==> src/rtl/sevseg_pkg.sv <==
// Shared definitions for the seven-segment frame decoder: the active-low segment
// code table, the active-low one-hot digit-select patterns and the FSM state type.
package sevseg_pkg;

  typedef enum logic {
    HUNT    = 1'b0,
    COLLECT = 1'b1
  } state_t;

  // Index i holds the active-low pattern {a,b,c,d,e,f,g} that displays hex digit i
  localparam logic [0:15][6:0] SEG_CODE = '{
    7'b0000001, 7'b1001111, 7'b0010010, 7'b0000110,
    7'b1001100, 7'b0100100, 7'b0100000, 7'b0001111,
    7'b0000000, 7'b0000100, 7'b0001000, 7'b1100000,
    7'b0110001, 7'b1000010, 7'b0110000, 7'b0111000
  };

  localparam logic [7:0] AN_A0 = 8'b1111_1110;
  localparam logic [7:0] AN_A1 = 8'b1111_1101;
  localparam logic [7:0] AN_A2 = 8'b1111_1011;
  localparam logic [7:0] AN_A3 = 8'b1111_0111;
  localparam logic [7:0] AN_A4 = 8'b1110_1111;
  localparam logic [7:0] AN_A5 = 8'b1101_1111;
  localparam logic [7:0] AN_A6 = 8'b1011_1111;
  localparam logic [7:0] AN_A7 = 8'b0111_1111;

  localparam logic [0:7][7:0] AN_SEL = '{
    AN_A0, AN_A1, AN_A2, AN_A3, AN_A4, AN_A5, AN_A6, AN_A7
  };

endpackage

==> src/rtl/sevseg_digit_decode.sv <==
// Combinational lookup of a 7-bit active-low segment pattern into its hex nibble;
// valid is low when the pattern is not one of the sixteen table entries.
module sevseg_digit_decode
  import sevseg_pkg::*;
(
  input  logic [6:0] pattern,
  output logic [3:0] nibble,
  output logic       valid
);

  always_comb begin
    nibble = 4'd0;
    valid  = 1'b0;
    for (int i = 0; i < 16; i++) begin
      if (pattern == SEG_CODE[i]) begin
        nibble = 4'(i);
        valid  = 1'b1;
      end
    end
  end

endmodule

==> src/rtl/sevseg_frame_decoder.sv <==
// Rebuilds a 32-bit word from a multiplexed 8-digit seven-segment scan; frames publish one cycle
// after digit 7. SEVSEG_DEC_STABLE_EN publishes a word only when two consecutive scans agree.
module sevseg_frame_decoder
  import sevseg_pkg::*;
#(
  parameter int ERR_CNT_W = 8,
  parameter int FRM_CNT_W = 16
) (
  input  logic                 clk_7seg,
  input  logic                 Rst,
  input  logic [7:0]           an,
  input  logic [6:0]           sev_out,
  input  logic                 cap_en,
  input  logic                 frame_ack,
  output logic [31:0]          frame_data,
  output logic                 frame_valid,
  output logic                 overrun,
  output logic                 seg_err,
  output logic [ERR_CNT_W-1:0] err_cnt,
  output logic [FRM_CNT_W-1:0] frame_cnt
);

  localparam logic [ERR_CNT_W-1:0] ERR_ONE = ERR_CNT_W'(1);
  localparam logic [FRM_CNT_W-1:0] FRM_ONE = FRM_CNT_W'(1);

  state_t               state_q, state_d;
  logic [2:0]           idx_q, idx_d;
  logic [31:0]          word_q, word_d;
  logic [31:0]          frame_data_q, frame_data_d;
  logic                 frame_valid_q, frame_valid_d;
  logic                 overrun_q, overrun_d;
  logic                 seg_err_q, seg_err_d;
  logic [ERR_CNT_W-1:0] err_cnt_q, err_cnt_d;
  logic [FRM_CNT_W-1:0] frame_cnt_q, frame_cnt_d;

  logic [3:0]  dig_nib;
  logic        dig_vld;
  logic        store, complete, err, publish;
  logic [31:0] assembled;

  sevseg_digit_decode u_digit_decode (
    .pattern (sev_out),
    .nibble  (dig_nib),
    .valid   (dig_vld)
  );

  always_ff @(posedge clk_7seg) begin
    if (Rst) begin
      state_q <= HUNT;
      idx_q   <= 3'd0;
    end else begin
      state_q <= state_d;
      idx_q   <= idx_d;
    end
  end

  always_comb begin
    state_d = state_q;
    idx_d   = idx_q;
    if (!cap_en || err) begin
      state_d = HUNT;
      idx_d   = 3'd0;
    end else if (store) begin
      if (complete) begin
        state_d = HUNT;
        idx_d   = 3'd0;
      end else begin
        state_d = COLLECT;
        idx_d   = idx_q + 3'd1;
      end
    end
  end

  // HUNT silently waits for digit 0; any other digit there is not an error
  always_comb begin
    store = 1'b0;
    err   = 1'b0;
    if (cap_en) begin
      if (!dig_vld)                      err   = 1'b1;
      else if (state_q == HUNT)          store = (an == AN_A0);
      else if (an == AN_SEL[idx_q])      store = 1'b1;
      else                               err   = 1'b1;
    end
    complete = store && (state_q == COLLECT) && (idx_q == 3'd7);
  end

  always_comb begin
    word_d = word_q;
    if (store) word_d[{idx_q, 2'b00} +: 4] = dig_nib;
  end

  assign assembled = {dig_nib, word_q[27:0]};

`ifdef SEVSEG_DEC_STABLE_EN
  logic [31:0] cmp_q, cmp_d;
  logic        cmp_vld_q, cmp_vld_d;

  assign publish = complete && cmp_vld_q && (assembled == cmp_q);

  always_comb begin
    cmp_d     = cmp_q;
    cmp_vld_d = cmp_vld_q;
    if (err) begin
      cmp_d     = 32'd0;
      cmp_vld_d = 1'b0;
    end else if (complete && !publish) begin
      cmp_d     = assembled;
      cmp_vld_d = 1'b1;
    end
  end

  always_ff @(posedge clk_7seg) begin
    if (Rst) begin
      cmp_q     <= 32'd0;
      cmp_vld_q <= 1'b0;
    end else begin
      cmp_q     <= cmp_d;
      cmp_vld_q <= cmp_vld_d;
    end
  end
`else
  assign publish = complete;
`endif

  // An ack on the completion cycle frees the slot, so the new word replaces the old one
  always_comb begin
    frame_data_d  = frame_data_q;
    frame_valid_d = frame_valid_q;
    overrun_d     = overrun_q;
    frame_cnt_d   = frame_cnt_q;
    if (frame_valid_q && frame_ack) frame_valid_d = 1'b0;
    if (publish) begin
      if (frame_valid_q && !frame_ack) begin
        overrun_d = 1'b1;
      end else begin
        frame_data_d  = assembled;
        frame_valid_d = 1'b1;
        frame_cnt_d   = frame_cnt_q + FRM_ONE;
      end
    end
    seg_err_d = err;
    err_cnt_d = (err && (err_cnt_q != '1)) ? err_cnt_q + ERR_ONE : err_cnt_q;
  end

  always_ff @(posedge clk_7seg) begin
    if (Rst) begin
      word_q        <= 32'd0;
      frame_data_q  <= 32'd0;
      frame_valid_q <= 1'b0;
      overrun_q     <= 1'b0;
      seg_err_q     <= 1'b0;
      err_cnt_q     <= '0;
      frame_cnt_q   <= '0;
    end else begin
      word_q        <= word_d;
      frame_data_q  <= frame_data_d;
      frame_valid_q <= frame_valid_d;
      overrun_q     <= overrun_d;
      seg_err_q     <= seg_err_d;
      err_cnt_q     <= err_cnt_d;
      frame_cnt_q   <= frame_cnt_d;
    end
  end

  assign frame_data  = frame_data_q;
  assign frame_valid = frame_valid_q;
  assign overrun     = overrun_q;
  assign seg_err     = seg_err_q;
  assign err_cnt     = err_cnt_q;
  assign frame_cnt   = frame_cnt_q;

endmodule

==> config.mk <==
export PLATFORM = sky130hd
export DESIGN_NAME = sevseg_frame_decoder
export DESIGN_NICKNAME = d
export VERILOG_FILES = /design/src/rtl/sevseg_pkg.sv /design/src/rtl/sevseg_digit_decode.sv /design/src/rtl/sevseg_frame_decoder.sv
export SDC_FILE = /design/constraint.sdc
export NUM_CORES = 1
export LEC_CHECK = 0
export BUFFER_PORTS_ARGS = -buffer_cell sky130_fd_sc_hd__buf_2
export CORE_ASPECT_RATIO = 1.2
export CORE_MARGIN = 5
export CORE_UTILIZATION = 56
export DETAILED_ROUTE_END_ITERATION = 10
export PLACE_DENSITY = 0.8
export SLEW_MARGIN = 20
export SYNTH_ARGS = -nofsm -noshare
export SYNTH_HDL_FRONTEND = slang
export SYNTH_SLANG_ARGS = --single-unit
export TNS_END_PERCENT = 20
==> constraint.sdc <==
create_clock -name clk_7seg -period 3.3 [get_ports clk_7seg]
set_input_delay 0.165 -clock clk_7seg [delete_from_list [all_inputs] [get_ports clk_7seg]]
set_output_delay 0.165 -clock clk_7seg [all_outputs]
set_load 0.01 [all_outputs]
==> flow_summary_export.csv <==
group,metric,value,unit
run_status,status,"finished clean",
final_layout,diodes,0,
place,pre_cts_ws,0.337,ns
timing,setup_viol,0,
synthesis,synth_area_leaders,"dfxtp_1 (41%), nand2_1 (7.7%), mux2i_1 (6.0%), a21oi_1 (4.8%), nand2b_1 (4.3%)",
clocking,ctsHoldBuffers,0,
pwr,leakagePower,2.17,nW
routing,via_count,3848,
synthesis,ys_warn_count,0,
global_route,grt_pass1_wl,16.6,mm
clocking,post_cts_buffers,0,
critical_path,cp-end-kind,"flop",
critical_path,rr_endpoint,"frame_cnt[14]",
timing,slew_violations,0,
worst_hold_path,hp-class,"in -> reg",
critical_path,cp_slowest_stage_delay,0.49,ns
clocking,ctsLongestPathBuffers,2,
synthesis,synth-edff-count,0,
floorplan,ios,78,
critical_path,start_kind,"flop",
clocking,htreeDepth,3,
routing,totalWireLength,9.93,mm
critical_path,cp_data_required_time,3.56,ns
critical_path,crit_slowest_cell,"dfxtp_1",
critical_path,r2r_cells,9,
timing,fin_setup_tns,0,ns
clocking,cts_sinks,91,
timing,fmax,332,MHz
synthesis,synth_seq_cells,91,
clocking,post_cts_resized,0,
floorplan,start_util,57.9,%
routing,drt_first_pass_iters,4,
global_route,grt_max_degree,81,
synthesis,synth_flop_cell,"dfxtp_1",
routing,drc,0,
clocking,cts_root_buffer,"clkbuf_8",
global_route,antenna_found_initial,0,
final_layout,areaGrowthSynthToFinish,13.7,%
synthesis,syn-instance-count,528,
global_route,grt_usage,20.3,%
clocking,tritoncts,"built",
clocking,clk_pin_slew,0.10,ns
synthesis,yosys.area.top_type_share,40.6,%
synthesis,synth_area_per_cell,8.50,sq um
floorplan,die_h,108,um
timing,slew_headroom,62.8,%
timing,fin_crit,3.02,ns
place,hpwl,7.15,mm
global_route,grt_pass1_vias,3638,
routing,avgViaCountPerCell,5.61,
timing,hold_viol_final,0,
place,place.gp.congestion,0.833,
global_route,grt_overflow,0,
critical_path,endpoint,"frame_cnt[14]",
timing,holdWs,0.117,ns
timing,rsz0062_at_grt,"false",
floorplan,core,0.00775,sq mm
place,numPortBuffers,77,
timing,worst_pin_slew,0.556,ns
floorplan,die_area,0.00991,sq mm
routing,wl_per_cell,14.5,um
critical_path,crit_type,"reg -> reg",
clocking,cts_buffers,9,
floorplan,die_w,91.7,um
clocking,clk_latency,0.37,ns
final_layout,drive_gt1_share,21.9,%
routing,drtIter0Drc,135,
run,cap_violations,0,
synthesis,synthArstFlopShare,0,%
synthesis,yosys.area.top_type,"dfxtp_1",
synthesis,netlist_area,0.00449,sq mm
pwr,powerDensity,384,mW/mm^2
critical_path,path_cells,"inv_1, ha_1, nor4bb_1, a311o_1, o211ai_1, nor3_1, nand2b_1, nor4_1, mux2_2",
final_layout,final_net_count,618,
floorplan,rows,35,
synthesis,synth_cell_type_count,54,
timing,fin_ws,0.284,ns
critical_path,crit_arrival,3.28,ns
critical_path,reg2reg_slack,0.28,ns
critical_path,r2r-start,"idx_q[0]",
critical_path,cp_max_fo,8,
routing,drt.antenna.violating_nets,0,
timing,fin_crit_sh,91.4,%
pwr,ir_drop,0.336,mV
synthesis,yosysSeqAreaShare,40.6,%
timing,fin_worst_skew,0.0116,ns
synthesis,synth_nets,557,
critical_path,crit_start,"idx_q[0]",
==> critical path: cells and delay by family (launching register included) <==
| kind | cells | cell delay (ns) |
|---|---|---|
| compound gates | 2 | 0.26 |
| buf+inv | 1 | 0.15 |
| simple gates | 4 | 1.36 |
| flops | 1 | 0.49 |
| fa+ha+maj | 1 | 0.28 |
| mux | 1 | 0.37 |
==> routing by layer <==
| layer | vias to the layer above | part of all wire [%] | routed length (um) | global-route usage [%] |
|---|---|---|---|---|
| li1 | 1941 | - | - | - |
| met1 | 1800 | 43 | 4310 | 23.9 |
| met2 | 89 | 50 | 4970 | 36.7 |
| met3 | 18 | 4.3 | 428 | 3.27 |
| met4 | 0 | 2.2 | 216 | 8.70 |
| met5 | - | 0 | 0 | 0 |
==> logic make-up after synthesis <==
family          count (synthesis)  share of synthesized area [%]
simple gates                  263                           30.7
flops                          91                           40.6
compound gates                 75                           10.6
mux                            42                           9.79
buf+inv                        37                           3.54
xor+xnor                       10                           1.95
fa+ha+maj                      10                           2.79
==> synth_stat cells (2+ instances only) <==
cell and number:
nand2_1 92, dfxtp_1 91, nor2_1 47, a21oi_1 43, nand2b_1 31, mux2i_1 27, nor2b_1 17, clkbuf_1 16
mux2_2 15, nand4_1 15, nor3_1 14, buf_2 13, ha_1 10, nand3_1 7, and3_1 5, inv_1 5
o211ai_1 5, o21ai_0 5, xnor2_1 5, xor2_1 5, nand3_2 4, nand3b_1 4, nor4bb_1 4, a211o_1 3
a31oi_1 3, nor3b_1 3, a31o_2 2, a32o_1 2, and2_1 2, and4_1 2, buf_1 2, nand3b_2 2
nor4_1 2, nor4_4 2, o22ai_1 2, o31ai_1 2, or2_2 2
==> area by class of cell <==
type                    instances  area (sq um)
well taps                      92           115
inverters                       5          18.8
repair buffers                 82           448
multi-input cells             400          2510
clock inverters                 7          66.3
flip-flops and latches         91          1820
clock buffers                   9           124
fillers                       660          2650
==> where the power goes <==
part	switching [mW]	internal [mW]
logic	0.0725	0.0425
clock network	0.446	0.295
registers	0.00341	1.10
total	0.522	1.44
==> how the worst min path moves through the flow <==
stage / startpoint / end / slack, ns / cells past startpoint
6_report: cap_en / seg_err / 0.12 / 3
5_1_grt: cap_en / seg_err / 0.10 / 3
3_5_place_dp: frame_data[29] / frame_data[29] / 0.44 / 2
3_3_place_gp: frame_data[12] / frame_data[12] / 0.44 / 2
2_1_floorplan: frame_ack / frame_valid / 0.39 / 2
4_1_cts: cap_en / seg_err / 0.10 / 3
==> layout by cell type, fill, tap and decap left out, drive strengths merged, types with 3 or more instances in the layout <==
| cell | n |
|---|---|
| nand2 | 92 |
| dfxtp | 91 |
| buf | 82 |
| nor2 | 47 |
| a21oi | 43 |
| nand2b | 31 |
| mux2i | 27 |
| nor2b | 17 |
| nand4 | 15 |
| mux2 | 15 |
| nor3 | 15 |
| nand3 | 11 |
| ha | 10 |
| inv | 10 |
| clkbuf | 9 |
| nand3b | 6 |
| xnor2 | 5 |
| o211ai | 5 |
| xor2 | 5 |
| and3 | 5 |
| o21ai | 5 |
| nor4bb | 4 |
| nor4 | 4 |
| a211o | 3 |
| nor3b | 3 |
| a31oi | 3 |
| or2 | 3 |
==> sequential cells by signal, summed over array words and instances, names as in the netlist <==
register and flops:
err_cnt 8, frame_cnt 16, frame_data 32, frame_valid 1, idx_q 3, overrun 1
seg_err 1, state_q 1, word_q 28
==> metrics by stage <==
stage / cells / util, % / power, mW / cell area, sq um
after floorplan: 528 / - / 1.21 / 4490
after CTS: 686 / 65.8 / 1.98 / 5100
final: 686 / 65.8 / 1.96 / 5100
after global routing: 686 / 65.8 / 2.04 / 5100
after detailed placement: 670 / 63.4 / 1.24 / 4910
after global placement: 670 / 63.4 / 1.24 / 4910
Power figures use the tool's default switching activity.
